--- src/rtl/ysyx_22040895_lsu_pkg.sv ---
// Shared types for the load/store unit: access sizes, response codes,
// controller states and the size-to-byte-count helper.
package ysyx_22040895_lsu_pkg;

   typedef enum logic [1:0] {
      SIZE_B = 2'b00,
      SIZE_H = 2'b01,
      SIZE_W = 2'b10,
      SIZE_D = 2'b11
   } size_e;

   typedef enum logic [1:0] {
      ERR_OK       = 2'b00,
      ERR_MISALIGN = 2'b01,
      ERR_BUS      = 2'b10
   } err_e;

   typedef enum logic [1:0] {
      IDLE,
      REQ,
      WAIT,
      RESP
   } state_e;

   // Number of bytes touched by an access of the given size encoding.
   function automatic logic [3:0] size_bytes(input logic [1:0] size);
      return 4'd1 << size;
   endfunction

endpackage

--- src/rtl/ysyx_22040895_lsu_if.sv ---
// Request, response and memory-port signals of the load/store unit.
// The slave view belongs to the LSU, the master view to its surroundings.
interface ysyx_22040895_lsu_if #(
   parameter int XLEN   = 64,
   parameter int ADDR_W = 64
);
   logic                req_valid_i;
   logic                req_ready_o;
   logic                req_we_i;
   logic [1:0]          req_size_i;
   logic                req_signed_i;
   logic [ADDR_W-1:0]   req_addr_i;
   logic [XLEN-1:0]     req_wdata_i;

   logic                resp_valid_o;
   logic                resp_ready_i;
   logic [XLEN-1:0]     resp_rdata_o;
   logic [1:0]          resp_err_o;

   logic                mem_req_o;
   logic                mem_gnt_i;
   logic                mem_we_o;
   logic [ADDR_W-1:0]   mem_addr_o;
   logic [XLEN-1:0]     mem_wdata_o;
   logic [XLEN/8-1:0]   mem_wstrb_o;
   logic                mem_rvalid_i;
   logic [XLEN-1:0]     mem_rdata_i;
   logic                mem_err_i;

   modport slave (
      input  req_valid_i, req_we_i, req_size_i, req_signed_i, req_addr_i, req_wdata_i,
      input  resp_ready_i, mem_gnt_i, mem_rvalid_i, mem_rdata_i, mem_err_i,
      output req_ready_o, resp_valid_o, resp_rdata_o, resp_err_o,
      output mem_req_o, mem_we_o, mem_addr_o, mem_wdata_o, mem_wstrb_o
   );

   modport master (
      output req_valid_i, req_we_i, req_size_i, req_signed_i, req_addr_i, req_wdata_i,
      output resp_ready_i, mem_gnt_i, mem_rvalid_i, mem_rdata_i, mem_err_i,
      input  req_ready_o, resp_valid_o, resp_rdata_o, resp_err_o,
      input  mem_req_o, mem_we_o, mem_addr_o, mem_wdata_o, mem_wstrb_o
   );

endinterface

--- src/rtl/ysyx_22040895_lsu_align.sv ---
// Byte-lane alignment: store strobes and shifted write data, load lane
// extraction with sign/zero extension, and the misalignment check.
module ysyx_22040895_lsu_align
   import ysyx_22040895_lsu_pkg::*;
#(
   parameter int XLEN = 64
) (
   input  logic [$clog2(XLEN/8)-1:0] off_i,
   input  logic [1:0]                size_i,
   input  logic                      signed_i,
   input  logic [XLEN-1:0]           wdata_i,
   input  logic [XLEN-1:0]           rdata_i,
   output logic [XLEN/8-1:0]         wstrb_o,
   output logic [XLEN-1:0]           wdata_o,
   output logic [XLEN-1:0]           rdata_o,
   output logic                      misaligned_o
);
   localparam int STRB_W = XLEN / 8;

   logic [3:0]        nbytes;
   logic [STRB_W-1:0] one_hot;
   logic [XLEN-1:0]   rshift;

   assign nbytes  = size_bytes(size_i);
   // A full-width access shifts the 1 out, so the subtraction wraps to all ones.
   assign one_hot = STRB_W'(1) << nbytes;
   assign wstrb_o = (one_hot - STRB_W'(1)) << off_i;
   assign wdata_o = wdata_i << {off_i, 3'b000};
   assign rshift  = rdata_i >> {off_i, 3'b000};

   assign misaligned_o = ((4'(off_i) & (nbytes - 4'd1)) != 4'd0) ||
                         (XLEN == 32 && size_i == SIZE_D);

   // Truncate the shifted read data to the access size and extend it.
   always_comb begin
      // NOTE: assign a default before the case so no path leaves rdata_o unassigned and infers a latch.
      rdata_o = rshift;
      unique case (size_e'(size_i))
         SIZE_B: if (signed_i) rdata_o = XLEN'($signed(rshift[7:0]));
                 else          rdata_o = XLEN'(rshift[7:0]);
         SIZE_H: if (signed_i) rdata_o = XLEN'($signed(rshift[15:0]));
                 else          rdata_o = XLEN'(rshift[15:0]);
         SIZE_W: if (signed_i) rdata_o = XLEN'($signed(rshift[31:0]));
                 else          rdata_o = XLEN'(rshift[31:0]);
         SIZE_D: rdata_o = rshift;
      endcase
   end

endmodule

--- src/rtl/ysyx_22040895_lsu.sv ---
// Load/store unit: request latch, IDLE/REQ/WAIT/RESP controller with
// registered outputs, and a bus timeout counter spanning REQ and WAIT.
module ysyx_22040895_lsu
   import ysyx_22040895_lsu_pkg::*;
#(
   parameter int XLEN           = 64,
   parameter int ADDR_W         = 64,
   parameter int TIMEOUT_CYCLES = 256
) (
   input  logic                 clk,
   input  logic                 rst,
   ysyx_22040895_lsu_if.slave   bus
);
   localparam int STRB_W = XLEN / 8;
   localparam int OFF_W  = $clog2(STRB_W);
   localparam int CNT_W  = $clog2(TIMEOUT_CYCLES + 1);
   localparam logic [CNT_W-1:0] CNT_LAST = CNT_W'(TIMEOUT_CYCLES - 1);

   state_e              state_q, state_d;
   logic                we_q, we_d;
   logic [1:0]          size_q, size_d;
   logic                signed_q, signed_d;
   logic [OFF_W-1:0]    off_q, off_d;
   logic [CNT_W-1:0]    cnt_q, cnt_d;
   logic                req_ready_q, req_ready_d;
   logic                resp_valid_q, resp_valid_d;
   logic [XLEN-1:0]     resp_rdata_q, resp_rdata_d;
   logic [1:0]          resp_err_q, resp_err_d;
   logic                mem_req_q, mem_req_d;
   logic                mem_we_q, mem_we_d;
   logic [ADDR_W-1:0]   mem_addr_q, mem_addr_d;
   logic [XLEN-1:0]     mem_wdata_q, mem_wdata_d;
   logic [STRB_W-1:0]   mem_wstrb_q, mem_wstrb_d;

   logic [OFF_W-1:0]    al_off;
   logic [1:0]          al_size;
   logic                al_signed;
   logic [STRB_W-1:0]   al_wstrb;
   logic [XLEN-1:0]     al_wdata;
   logic [XLEN-1:0]     al_rdata;
   logic                al_misaligned;
   logic                timeout;

   // The aligner sees the incoming request while idle, the latched one afterwards.
   assign al_off    = (state_q == IDLE) ? bus.req_addr_i[OFF_W-1:0] : off_q;
   assign al_size   = (state_q == IDLE) ? bus.req_size_i            : size_q;
   assign al_signed = (state_q == IDLE) ? bus.req_signed_i          : signed_q;
   assign timeout   = (cnt_q == CNT_LAST);

   ysyx_22040895_lsu_align #(.XLEN(XLEN)) u_align (
      .off_i        (al_off),
      .size_i       (al_size),
      .signed_i     (al_signed),
      .wdata_i      (bus.req_wdata_i),
      .rdata_i      (bus.mem_rdata_i),
      .wstrb_o      (al_wstrb),
      .wdata_o      (al_wdata),
      .rdata_o      (al_rdata),
      .misaligned_o (al_misaligned)
   );

   // Next-state and next-output logic for the access controller.
   always_comb begin
      state_d      = state_q;
      we_d         = we_q;
      size_d       = size_q;
      signed_d     = signed_q;
      off_d        = off_q;
      cnt_d        = cnt_q;
      req_ready_d  = req_ready_q;
      resp_valid_d = resp_valid_q;
      resp_rdata_d = resp_rdata_q;
      resp_err_d   = resp_err_q;
      mem_req_d    = mem_req_q;
      mem_we_d     = mem_we_q;
      mem_addr_d   = mem_addr_q;
      mem_wdata_d  = mem_wdata_q;
      mem_wstrb_d  = mem_wstrb_q;

      unique case (state_q)
         IDLE: begin
            if (bus.req_valid_i) begin
               we_d        = bus.req_we_i;
               size_d      = bus.req_size_i;
               signed_d    = bus.req_signed_i;
               off_d       = al_off;
               req_ready_d = 1'b0;
               if (al_misaligned) begin
                  state_d      = RESP;
                  resp_valid_d = 1'b1;
                  resp_rdata_d = '0;
                  resp_err_d   = ERR_MISALIGN;
               end else begin
                  state_d     = REQ;
                  cnt_d       = '0;
                  mem_req_d   = 1'b1;
                  mem_we_d    = bus.req_we_i;
                  mem_addr_d  = {bus.req_addr_i[ADDR_W-1:OFF_W], {OFF_W{1'b0}}};
                  mem_wdata_d = al_wdata;
                  mem_wstrb_d = al_wstrb;
               end
            end
         end
         REQ: begin
            cnt_d = cnt_q + CNT_W'(1);
            if (timeout) begin
               state_d      = RESP;
               resp_valid_d = 1'b1;
               resp_rdata_d = '0;
               resp_err_d   = ERR_BUS;
            end else if (bus.mem_gnt_i) begin
               state_d = WAIT;
            end
         end
         WAIT: begin
            cnt_d = cnt_q + CNT_W'(1);
            if (bus.mem_rvalid_i) begin
               state_d      = RESP;
               resp_valid_d = 1'b1;
               resp_rdata_d = (we_q || bus.mem_err_i) ? '0 : al_rdata;
               resp_err_d   = bus.mem_err_i ? ERR_BUS : ERR_OK;
            end else if (timeout) begin
               state_d      = RESP;
               resp_valid_d = 1'b1;
               resp_rdata_d = '0;
               resp_err_d   = ERR_BUS;
            end
         end
         RESP: begin
            if (bus.resp_ready_i) begin
               state_d      = IDLE;
               resp_valid_d = 1'b0;
               resp_rdata_d = '0;
               resp_err_d   = ERR_OK;
               req_ready_d  = 1'b1;
            end
         end
      endcase

      // Memory-side outputs are only live while requesting.
      if (state_d != REQ) begin
         mem_req_d   = 1'b0;
         mem_we_d    = 1'b0;
         mem_addr_d  = '0;
         mem_wdata_d = '0;
         mem_wstrb_d = '0;
      end
   end

   // State, request latch, counter and registered outputs.
   always_ff @(posedge clk) begin
      if (rst) begin
         // NOTE: datapath registers are reset along with control because they drive outputs that must read 0 out of reset.
         state_q      <= IDLE;
         we_q         <= 1'b0;
         size_q       <= 2'b00;
         signed_q     <= 1'b0;
         off_q        <= '0;
         cnt_q        <= '0;
         req_ready_q  <= 1'b1;
         resp_valid_q <= 1'b0;
         resp_rdata_q <= '0;
         resp_err_q   <= ERR_OK;
         mem_req_q    <= 1'b0;
         mem_we_q     <= 1'b0;
         mem_addr_q   <= '0;
         mem_wdata_q  <= '0;
         mem_wstrb_q  <= '0;
      end else begin
         // NOTE: non-blocking assignments so every flop updates from pre-edge values.
         state_q      <= state_d;
         we_q         <= we_d;
         size_q       <= size_d;
         signed_q     <= signed_d;
         off_q        <= off_d;
         cnt_q        <= cnt_d;
         req_ready_q  <= req_ready_d;
         resp_valid_q <= resp_valid_d;
         resp_rdata_q <= resp_rdata_d;
         resp_err_q   <= resp_err_d;
         mem_req_q    <= mem_req_d;
         mem_we_q     <= mem_we_d;
         mem_addr_q   <= mem_addr_d;
         mem_wdata_q  <= mem_wdata_d;
         mem_wstrb_q  <= mem_wstrb_d;
      end
   end

   assign bus.req_ready_o  = req_ready_q;
   assign bus.resp_valid_o = resp_valid_q;
   assign bus.resp_rdata_o = resp_rdata_q;
   assign bus.resp_err_o   = resp_err_q;
   assign bus.mem_req_o    = mem_req_q;
   assign bus.mem_we_o     = mem_we_q;
   assign bus.mem_addr_o   = mem_addr_q;
   assign bus.mem_wdata_o  = mem_wdata_q;
   assign bus.mem_wstrb_o  = mem_wstrb_q;

endmodule

--- src/flat_wrapper.sv ---
// flat-port wrapper written by rule: the top's interface ports become plain ports
module ysyx_22040895_lsu_flat import ysyx_22040895_lsu_pkg::*;
#(
   parameter int XLEN           = 64,
   parameter int ADDR_W         = 64,
   parameter int TIMEOUT_CYCLES = 256
)
  (clk, rst, bus_req_valid_i, bus_req_we_i, bus_req_size_i, bus_req_signed_i, bus_req_addr_i, bus_req_wdata_i, bus_resp_ready_i, bus_mem_gnt_i, bus_mem_rvalid_i, bus_mem_rdata_i, bus_mem_err_i, bus_req_ready_o, bus_resp_valid_o, bus_resp_rdata_o, bus_resp_err_o, bus_mem_req_o, bus_mem_we_o, bus_mem_addr_o, bus_mem_wdata_o, bus_mem_wstrb_o);
  ysyx_22040895_lsu_if #(.XLEN(XLEN), .ADDR_W(ADDR_W)) bus_i ();
  input  logic clk;
  input  logic rst;
  input wire logic [$bits(bus_i.req_valid_i)-1:0] bus_req_valid_i;
  input wire logic [$bits(bus_i.req_we_i)-1:0] bus_req_we_i;
  input wire logic [$bits(bus_i.req_size_i)-1:0] bus_req_size_i;
  input wire logic [$bits(bus_i.req_signed_i)-1:0] bus_req_signed_i;
  input wire logic [$bits(bus_i.req_addr_i)-1:0] bus_req_addr_i;
  input wire logic [$bits(bus_i.req_wdata_i)-1:0] bus_req_wdata_i;
  input wire logic [$bits(bus_i.resp_ready_i)-1:0] bus_resp_ready_i;
  input wire logic [$bits(bus_i.mem_gnt_i)-1:0] bus_mem_gnt_i;
  input wire logic [$bits(bus_i.mem_rvalid_i)-1:0] bus_mem_rvalid_i;
  input wire logic [$bits(bus_i.mem_rdata_i)-1:0] bus_mem_rdata_i;
  input wire logic [$bits(bus_i.mem_err_i)-1:0] bus_mem_err_i;
  output wire logic [$bits(bus_i.req_ready_o)-1:0] bus_req_ready_o;
  output wire logic [$bits(bus_i.resp_valid_o)-1:0] bus_resp_valid_o;
  output wire logic [$bits(bus_i.resp_rdata_o)-1:0] bus_resp_rdata_o;
  output wire logic [$bits(bus_i.resp_err_o)-1:0] bus_resp_err_o;
  output wire logic [$bits(bus_i.mem_req_o)-1:0] bus_mem_req_o;
  output wire logic [$bits(bus_i.mem_we_o)-1:0] bus_mem_we_o;
  output wire logic [$bits(bus_i.mem_addr_o)-1:0] bus_mem_addr_o;
  output wire logic [$bits(bus_i.mem_wdata_o)-1:0] bus_mem_wdata_o;
  output wire logic [$bits(bus_i.mem_wstrb_o)-1:0] bus_mem_wstrb_o;
  assign bus_i.req_valid_i = bus_req_valid_i;
  assign bus_i.req_we_i = bus_req_we_i;
  assign bus_i.req_size_i = bus_req_size_i;
  assign bus_i.req_signed_i = bus_req_signed_i;
  assign bus_i.req_addr_i = bus_req_addr_i;
  assign bus_i.req_wdata_i = bus_req_wdata_i;
  assign bus_i.resp_ready_i = bus_resp_ready_i;
  assign bus_i.mem_gnt_i = bus_mem_gnt_i;
  assign bus_i.mem_rvalid_i = bus_mem_rvalid_i;
  assign bus_i.mem_rdata_i = bus_mem_rdata_i;
  assign bus_i.mem_err_i = bus_mem_err_i;
  assign bus_req_ready_o = bus_i.req_ready_o;
  assign bus_resp_valid_o = bus_i.resp_valid_o;
  assign bus_resp_rdata_o = bus_i.resp_rdata_o;
  assign bus_resp_err_o = bus_i.resp_err_o;
  assign bus_mem_req_o = bus_i.mem_req_o;
  assign bus_mem_we_o = bus_i.mem_we_o;
  assign bus_mem_addr_o = bus_i.mem_addr_o;
  assign bus_mem_wdata_o = bus_i.mem_wdata_o;
  assign bus_mem_wstrb_o = bus_i.mem_wstrb_o;
  ysyx_22040895_lsu #(.XLEN(XLEN), .ADDR_W(ADDR_W), .TIMEOUT_CYCLES(TIMEOUT_CYCLES)) u_core (.clk(clk), .rst(rst), .bus(bus_i));
endmodule
--- config.mk ---
export PLATFORM = sky130hd
export DESIGN_NAME = ysyx_22040895_lsu_flat
export DESIGN_NICKNAME = d
export VERILOG_FILES = /design/src/rtl/ysyx_22040895_lsu_pkg.sv /design/src/rtl/ysyx_22040895_lsu_if.sv /design/src/rtl/ysyx_22040895_lsu_align.sv /design/src/rtl/ysyx_22040895_lsu.sv /design/src/flat_wrapper.sv
export SDC_FILE = /design/constraint.sdc
export NUM_CORES = 1
export LEC_CHECK = 0
export BUFFER_PORTS_ARGS = -buffer_cell sky130_fd_sc_hd__buf_4
export CAP_MARGIN = 10
export CORE_ASPECT_RATIO = 0.8
export CORE_MARGIN = 2
export CORE_UTILIZATION = 40
export DETAILED_ROUTE_END_ITERATION = 10
export GPL_TIMING_DRIVEN = 0
export HOLD_SLACK_MARGIN = 0.05
export PLACE_DENSITY = 0.68
export SYNTH_ARGS = -nofsm -noshare
export SYNTH_HDL_FRONTEND = slang
export SYNTH_HIERARCHICAL = 1
export SYNTH_SLANG_ARGS = --single-unit
--- constraint.sdc ---
create_clock -name clk -period 5.39 [get_ports clk]
set_input_delay 0.2695 -clock clk [delete_from_list [all_inputs] [get_ports clk]]
set_output_delay 0.2695 -clock clk [all_outputs]
set_load 0.01 [all_outputs]
* Word-level counts from Yosys, hierarchy flattened
Index checks and enable logic that the tools add are counted.
** Word-level totals
- Flip-flop bits (word level) :: 221
- Bits of input ports :: 203
- Output and inout bits :: 206
- Word-level logic and storage cells :: 91
** Cells by class
- $add $sub $neg :: 3
- Eq/ne operators :: 12
- Shifts and indexed selects :: 5
- Muxes and demuxes :: 41
- Bitwise gates (word level) :: 2
- Reduce and logical (&&, ||, !) cells :: 13
** Operator list (count)
- two-way mux 64 bit :: 9
- one-hot mux 64 bit (4 select lines) :: 2
- << shifter 64 x 6 -> 64 bit :: 1
- >> shifter 64 x 6 -> 64 bit :: 1
- two-way mux 2 bit :: 14
- two-way mux 9 bit :: 2
- one-hot mux 9 bit (2 select lines) :: 1
- one-hot mux 2 bit (4 select lines) :: 2
- AND reduction 3 bit :: 4
- adder 9 x 1 -> 9 bit, second input constant :: 1
- == test 9 x 8 -> 1 bit, second input constant :: 1
- == test 2 bit, second input constant :: 4
- two-way mux 1 bit :: 8
- << shifter 1 x 4 -> 8 bit, first input constant :: 1
- << shifter 8 x 3 -> 8 bit :: 1
- subtractor 8 x 1 -> 8 bit, second input constant :: 1
- != test 2 bit, second input constant :: 3
- AND 3 x 4 -> 4 bit :: 1
- == test 2 x 1 -> 1 bit, second input constant :: 2
- zero test 2 bit :: 2
- != test 2 x 1 -> 1 bit, second input constant :: 2
- one-hot mux 1 bit (4 select lines) :: 1
- nonzero test 2 bit :: 2
- nonzero test 4 bit :: 1
- 8 further kinds :: 9

* Depth between registers and ports, before layout
- Depth in word-level cells :: 11
- Mapped depth :: 17
- Mapped depth without buffers :: 13

* Modules after synthesis
Netlist, hierarchy kept.
** Modules (own cells, without submodules)
- ysyx_22040895_lsu :: instances 1, cells each 738, area an instance 8175.3 um^2, sequential area each 4424.2 um^2
- ysyx_22040895_lsu_align :: instances 1, cells each 620, area an instance 4529.3 um^2, sequential area each 0.0 um^2

* Worst setup path before layout
OpenSTA, ideal clock, no wires.
- Kind :: flip-flop to flip-flop
- Start :: reg u_core.state_q[0]
- End :: reg u_core.resp_rdata_q[0] (netlist: u_core/bus.resp_rdata_o[0])
- Setup time :: 0.057 ns
- Data arrival time :: 3.940 ns
- Data required time :: 5.333 ns
- Setup slack :: 1.393 ns
- Stages on the path, launching flop included :: 17
- Path buffers :: 5
- Clock period less this slack :: 3.997 ns
- Path through :: dfxtp_1 > inv_1 > ha_1 > buf_2 > buf_1 > mux2_2 > buf_2 > nor2_1 > clkbuf_1 > inv_1 > ha_1 > o221ai_1 > a21boi_1 > or2_4 > nor4_4 > buf_6 > a22o_2
** Between the ends
- Word-level cells in the longest chain between the ends :: 8
- Elaborated cells on any way between the ends :: 26
- Those cells by class :: add/sub (1); eq/ne (9); shift (2); mux (9); bitwise (1); reduce/logical (4)
** Ends and longest elaborated chain
- from (decl) :: RTL line ysyx_22040895_lsu.sv:19 : state_e state_q, state_d;
- from (signal assigned) :: RTL line ysyx_22040895_lsu.sv:171 : state_q <= state_d;
- zero test 2 bit :: RTL line ysyx_22040895_lsu.sv:46 : assign al_size = (state_q == IDLE) ? bus.req_size_i : size_q;
- two-way mux 2 bit :: RTL line ysyx_22040895_lsu.sv:46
- via u_core.al_size[0] :: RTL line ysyx_22040895_lsu.sv:36 : logic [1:0] al_size;
- << shifter 1 x 2 -> 4 bit :: RTL line ysyx_22040895_lsu_pkg.sv:27 : return 4'd1 << size;
- subtractor 4 x 1 -> 4 bit :: RTL line ysyx_22040895_lsu_align.sv:31 : assign misaligned_o = ((4'(off_i) & (nbytes - 4'd1)) != 4'd0) ||
- AND 3 x 4 -> 4 bit :: RTL line ysyx_22040895_lsu_align.sv:31
- nonzero test 4 bit :: RTL line ysyx_22040895_lsu_align.sv:31
- via u_core.al_misaligned :: RTL line ysyx_22040895_lsu.sv:41 : logic al_misaligned;
- != test 2 x 1 -> 1 bit (no line)
- AND reduction 3 bit (no line)
- to (signal assigned) :: RTL line ysyx_22040895_lsu.sv:179 : resp_rdata_q <= resp_rdata_d;
- to (decl) :: RTL line ysyx_22040895_lsu.sv:27 : logic [XLEN-1:0] resp_rdata_q, resp_rdata_d;
The timed path passes the listed nets, and every way through them passes these cells.
A chain may end at the register's enable or synchronous reset.

* Worst setup path after layout
- Start :: reg u_core.state_q[0]
- End :: reg u_core.resp_rdata_q[59] (netlist: u_core/bus.resp_rdata_o[59])
** Between the ends
- Elaborated cells on any way between the ends :: 27
- Those cells by class :: add/sub (1); eq/ne (9); shift (2); mux (10); bitwise (1); reduce/logical (4)
** RTL lines
- zero test 2 bit :: RTL line ysyx_22040895_lsu.sv:45 : assign al_off = (state_q == IDLE) ? bus.req_addr_i[OFF_W-1:0] : off_q;
- two-way mux 3 bit :: RTL line ysyx_22040895_lsu.sv:45
- via u_core.al_off[1] :: RTL line ysyx_22040895_lsu.sv:35 : logic [OFF_W-1:0] al_off;
- AND 3 x 4 -> 4 bit :: RTL line ysyx_22040895_lsu_align.sv:31
- nonzero test 4 bit :: RTL line ysyx_22040895_lsu_align.sv:31
- via u_core.al_misaligned :: RTL line ysyx_22040895_lsu.sv:41
- != test 2 x 1 -> 1 bit (no line)
- AND reduction 3 bit (no line)
The timed path passes the listed nets, and every way through them passes these cells.

==> flow_summary.yaml <==
status:
  status: "finished, final reports clean"
placed_design:
  dpl.hpwl_um: 41300
  numPortBuffers: 405
  globalplace.congestion: 0.9633
clocking:
  cts.sinks: 221
  htreeDepth: 1
  cts_inserted_buffers: 24
  cts_tree: "built"
  clock_path_buffers: 3
  clock_latency_ns: 0.56
  clk_pin_slew_ns: 0.06
  cts_root_buffer: "clkbuf_16"
yosys:
  synthArstFlopShare: 0
  synth_ff_type: "dfxtp_1"
  yosysWarnings: 6
  ys_seq_area_frac: 0.3482
  synth-edff-count: 0
  synth_common_cells: "mux2i_1 (263), dfxtp_1 (221), nor3_1 (135)"
  syn_avg_cell_area_um2: 9.355
  synth-seq-cells: 221
  synth_top_area_share: 0.3482
  yosys.area.top_type: "dfxtp_1"
  syn_inst: 1358
  netlist_area_mm2: 0.01270
  synth_cell_types: 65
  synth_area_leaders: "dfxtp_1 (35%), mux2i_1 (21%), nor3_1 (5.3%), mux2_2 (3.4%), mux4_2 (3.0%)"
  synth_most_common_cell: "mux2i_1"
grt:
  grt_max_degree: 16
  gr-total-overflow: 0
  grt_pass1_wl_um: 78880
  antenna_found_initial: 2
  grt_usage: 0.3135
  grt_pass1_vias: 12700
power:
  max-vdd-ir-drop_mv: 0.2643
  total_power_mw: 8.876
  leakage_nw: 7.555
  powerDensity_mw_per_mm2: 498.8
setup_path:
  cpPeakStageDelay_ns: 0.62
  cp.required_ns: 5.87
  cp_common_cell: "buf_2"
  start_kind: "flop"
  critPathSlowestCell: "a21oi_2"
  crit_type: "flop to flop"
  crit_arrival_ns: 5.42
  crit_chain: "inv_1 -> ha_1 -> buf_2 -> clkbuf_2 -> mux2_2 -> buf_6 -> buf_12 -> buf_8 -> clkinv_1 -> clkbuf_1 -> o221ai_1 -> a21boi_1 -> nor2_1 -> a21oi_2 -> buf_2 -> a22o_2"
  crit_fanout: 10
  crit_path_end_kind: "flop"
timing:
  relSlewSlack: 0.5015
  hold_slack_ns: 0.07582
  setup_viol: 0
  clock_skew_ns: 0.02390
  clock.fmax_mhz: 202.6
  fin_crit_ns: 4.936
  fin_crit_sh: 0.9158
  fin_setup_tns_ns: 0
  final-max-slew-violation-count: 0
  hold_violations: 0
  rsz0062_at_grt: "no"
  tightest_slew_ns: 0.7478
die:
  core_area_mm2: 0.03135
  start_util: 0.4053
  fp.dieW_um: 203.3
  ios: 409
  rows: 58
  die_y_um: 163.4
  dieArea_mm2: 0.03321
finish:
  fillerInstances: 2824
  fin_nets: 2072
  final_layout_size_suffix_gt1_frac: 0.3486
  areaGrowthSynthToFinish_pct: 40.05
routing:
  vias: 13090
  drtIter0Drc: 1249
  dr.pass1.iters: 5
  drc: 0
  wl_per_cell_um: 23.49
  vias_per_cell: 5.696
  drt-total-wl_um: 53970
  final_antenna_net_count: 0
run:
  cap_viol_max_count: 0
min_path:
  worstHoldPathType: "input pin to flop"
## path summary, 6_finish.rpt
path                            slack, ns                from                          end  cells past startpoint
worst min register to register       0.46     u_core/off_q[1]              u_core/off_q[1]                      2
worst min-delay path                 0.08  bus_req_addr_i[41]    u_core/bus.mem_addr_o[41]                      3
worst max-delay path                 0.45   u_core/state_q[0]  u_core/bus.resp_rdata_o[59]                     16
worst max register to register       0.45   u_core/state_q[0]  u_core/bus.resp_rdata_o[59]                     16
## per-stage QoR
step	utilization	cell area, µm²	setup slack (ns)	std cells
5_1_grt	0.5675	17790	0.1444	2297
3_3_place_gp	0.5192	16280	0.1997	2185
6_report	0.5676	17790	0.4537	2298
2_1_floorplan	-	12710	1.393	1360
3_5_place_dp	0.5192	16280	0.08429	2185
4_1_cts	0.5666	17760	0.03817	2295
## report_power, final
part           switching [mW]  internal, mW  leakage, nW  total (mW)
clock                   0.723         0.980        0.384        1.70
sequential             0.0713          1.75         1.78        1.82
combinational            3.38          1.98         5.39        5.35
total                    4.17          4.70         7.56        8.88
## layout by cell type (no fill, tap or decap), types with 17 or more instances in the layout
| cell type | instances |
|---|---|
| nand2_1 | 84 |
| buf_2 | 51 |
| clkbuf_16 | 24 |
| nor2b_1 | 19 |
| mux2i_1 | 263 |
| nand4_1 | 26 |
| a22o_1 | 34 |
| mux4_2 | 17 |
| dfxtp_1 | 221 |
| mux2_2 | 38 |
| a21oi_1 | 50 |
| o22ai_1 | 18 |
| dlygate4sd3_1 | 68 |
| nor3_1 | 135 |
| buf_4 | 440 |
| nor2_1 | 84 |
| a22o_2 | 31 |
| clkbuf_1 | 32 |
| o21ai_0 | 44 |
## cell families after synthesis
kind of cell	Yosys count	share of synthesized area
AO/OA/AOI/OAI	254	0.1443
other	1	0.0002952
adder cells (fa/ha/maj)	9	0.008864
XOR/XNOR	8	0.005515
AND/OR/NAND/NOR	394	0.1500
multiplexers	318	0.2710
buffers and inverters	153	0.07179
flip-flops	221	0.3482
## layer usage
| layer | GRT usage | vias to the layer above | share of wire |
|---|---|---|---|
| met5 | 0 | - | 0 |
| met4 | 0.1301 | 0 | 0.042 |
| met3 | 0.07881 | 143 | 0.099 |
| met2 | 0.4859 | 741 | 0.44 |
| met1 | 0.4162 | 6209 | 0.42 |
| li1 | - | 5997 | - |
## sequential cells by signal (all words and copies together), names as in the netlist
name and cells:
u_core/bus.mem_addr_o 61, u_core/bus.mem_req_o 1, u_core/bus.mem_wdata_o 64, u_core/bus.mem_we_o 1, u_core/bus.mem_wstrb_o 8, u_core/bus.req_ready_o 1, u_core/bus.resp_err_o 2, u_core/bus.resp_rdata_o 64
u_core/bus.resp_valid_o 1, u_core/cnt_q 9, u_core/off_q 3, u_core/signed_q 1, u_core/size_q 2, u_core/state_q 2, u_core/we_q 1
## cell type report
cell class	instances	area [µm²]	share of cell area
antenna	2	5.005	0.0002813
buffer	141	868.3	0.04880
clock buffer	27	621.8	0.03495
clock inverter	15	182.7	0.01027
inverter	12	45.04	0.002531
multi-input combinational	986	7380	0.4147
sequential	221	4424	0.2486
tap	420	525.5	0.02953
timing repair buffer	474	3741	0.2103
## worst max-delay path: cells and delay by family (launching register included)
| family | cells | cell delay [ns] |
|---|---|---|
| AOI/OAI and AO/OA | 4 | 1.59 |
| adders and majority gates | 1 | 0.21 |
| buffers and inverters | 9 | 2.17 |
| DFF | 1 | 0.36 |
| muxes | 1 | 0.38 |
| and+or+nand+nor | 1 | 0.13 |
## what timing repair did
| item | CTS | global route |
|---|---|---|
| resized for setup | 0 | 2 |
| endpoints found under the hold margin | 69 | 0 |
| hold buffers | 68 | 0 |
| endpoints found under the setup margin | 0 | 110 |
| setup buffers | 0 | 1 |
Note: power is estimated with default switching activity, not from simulation.
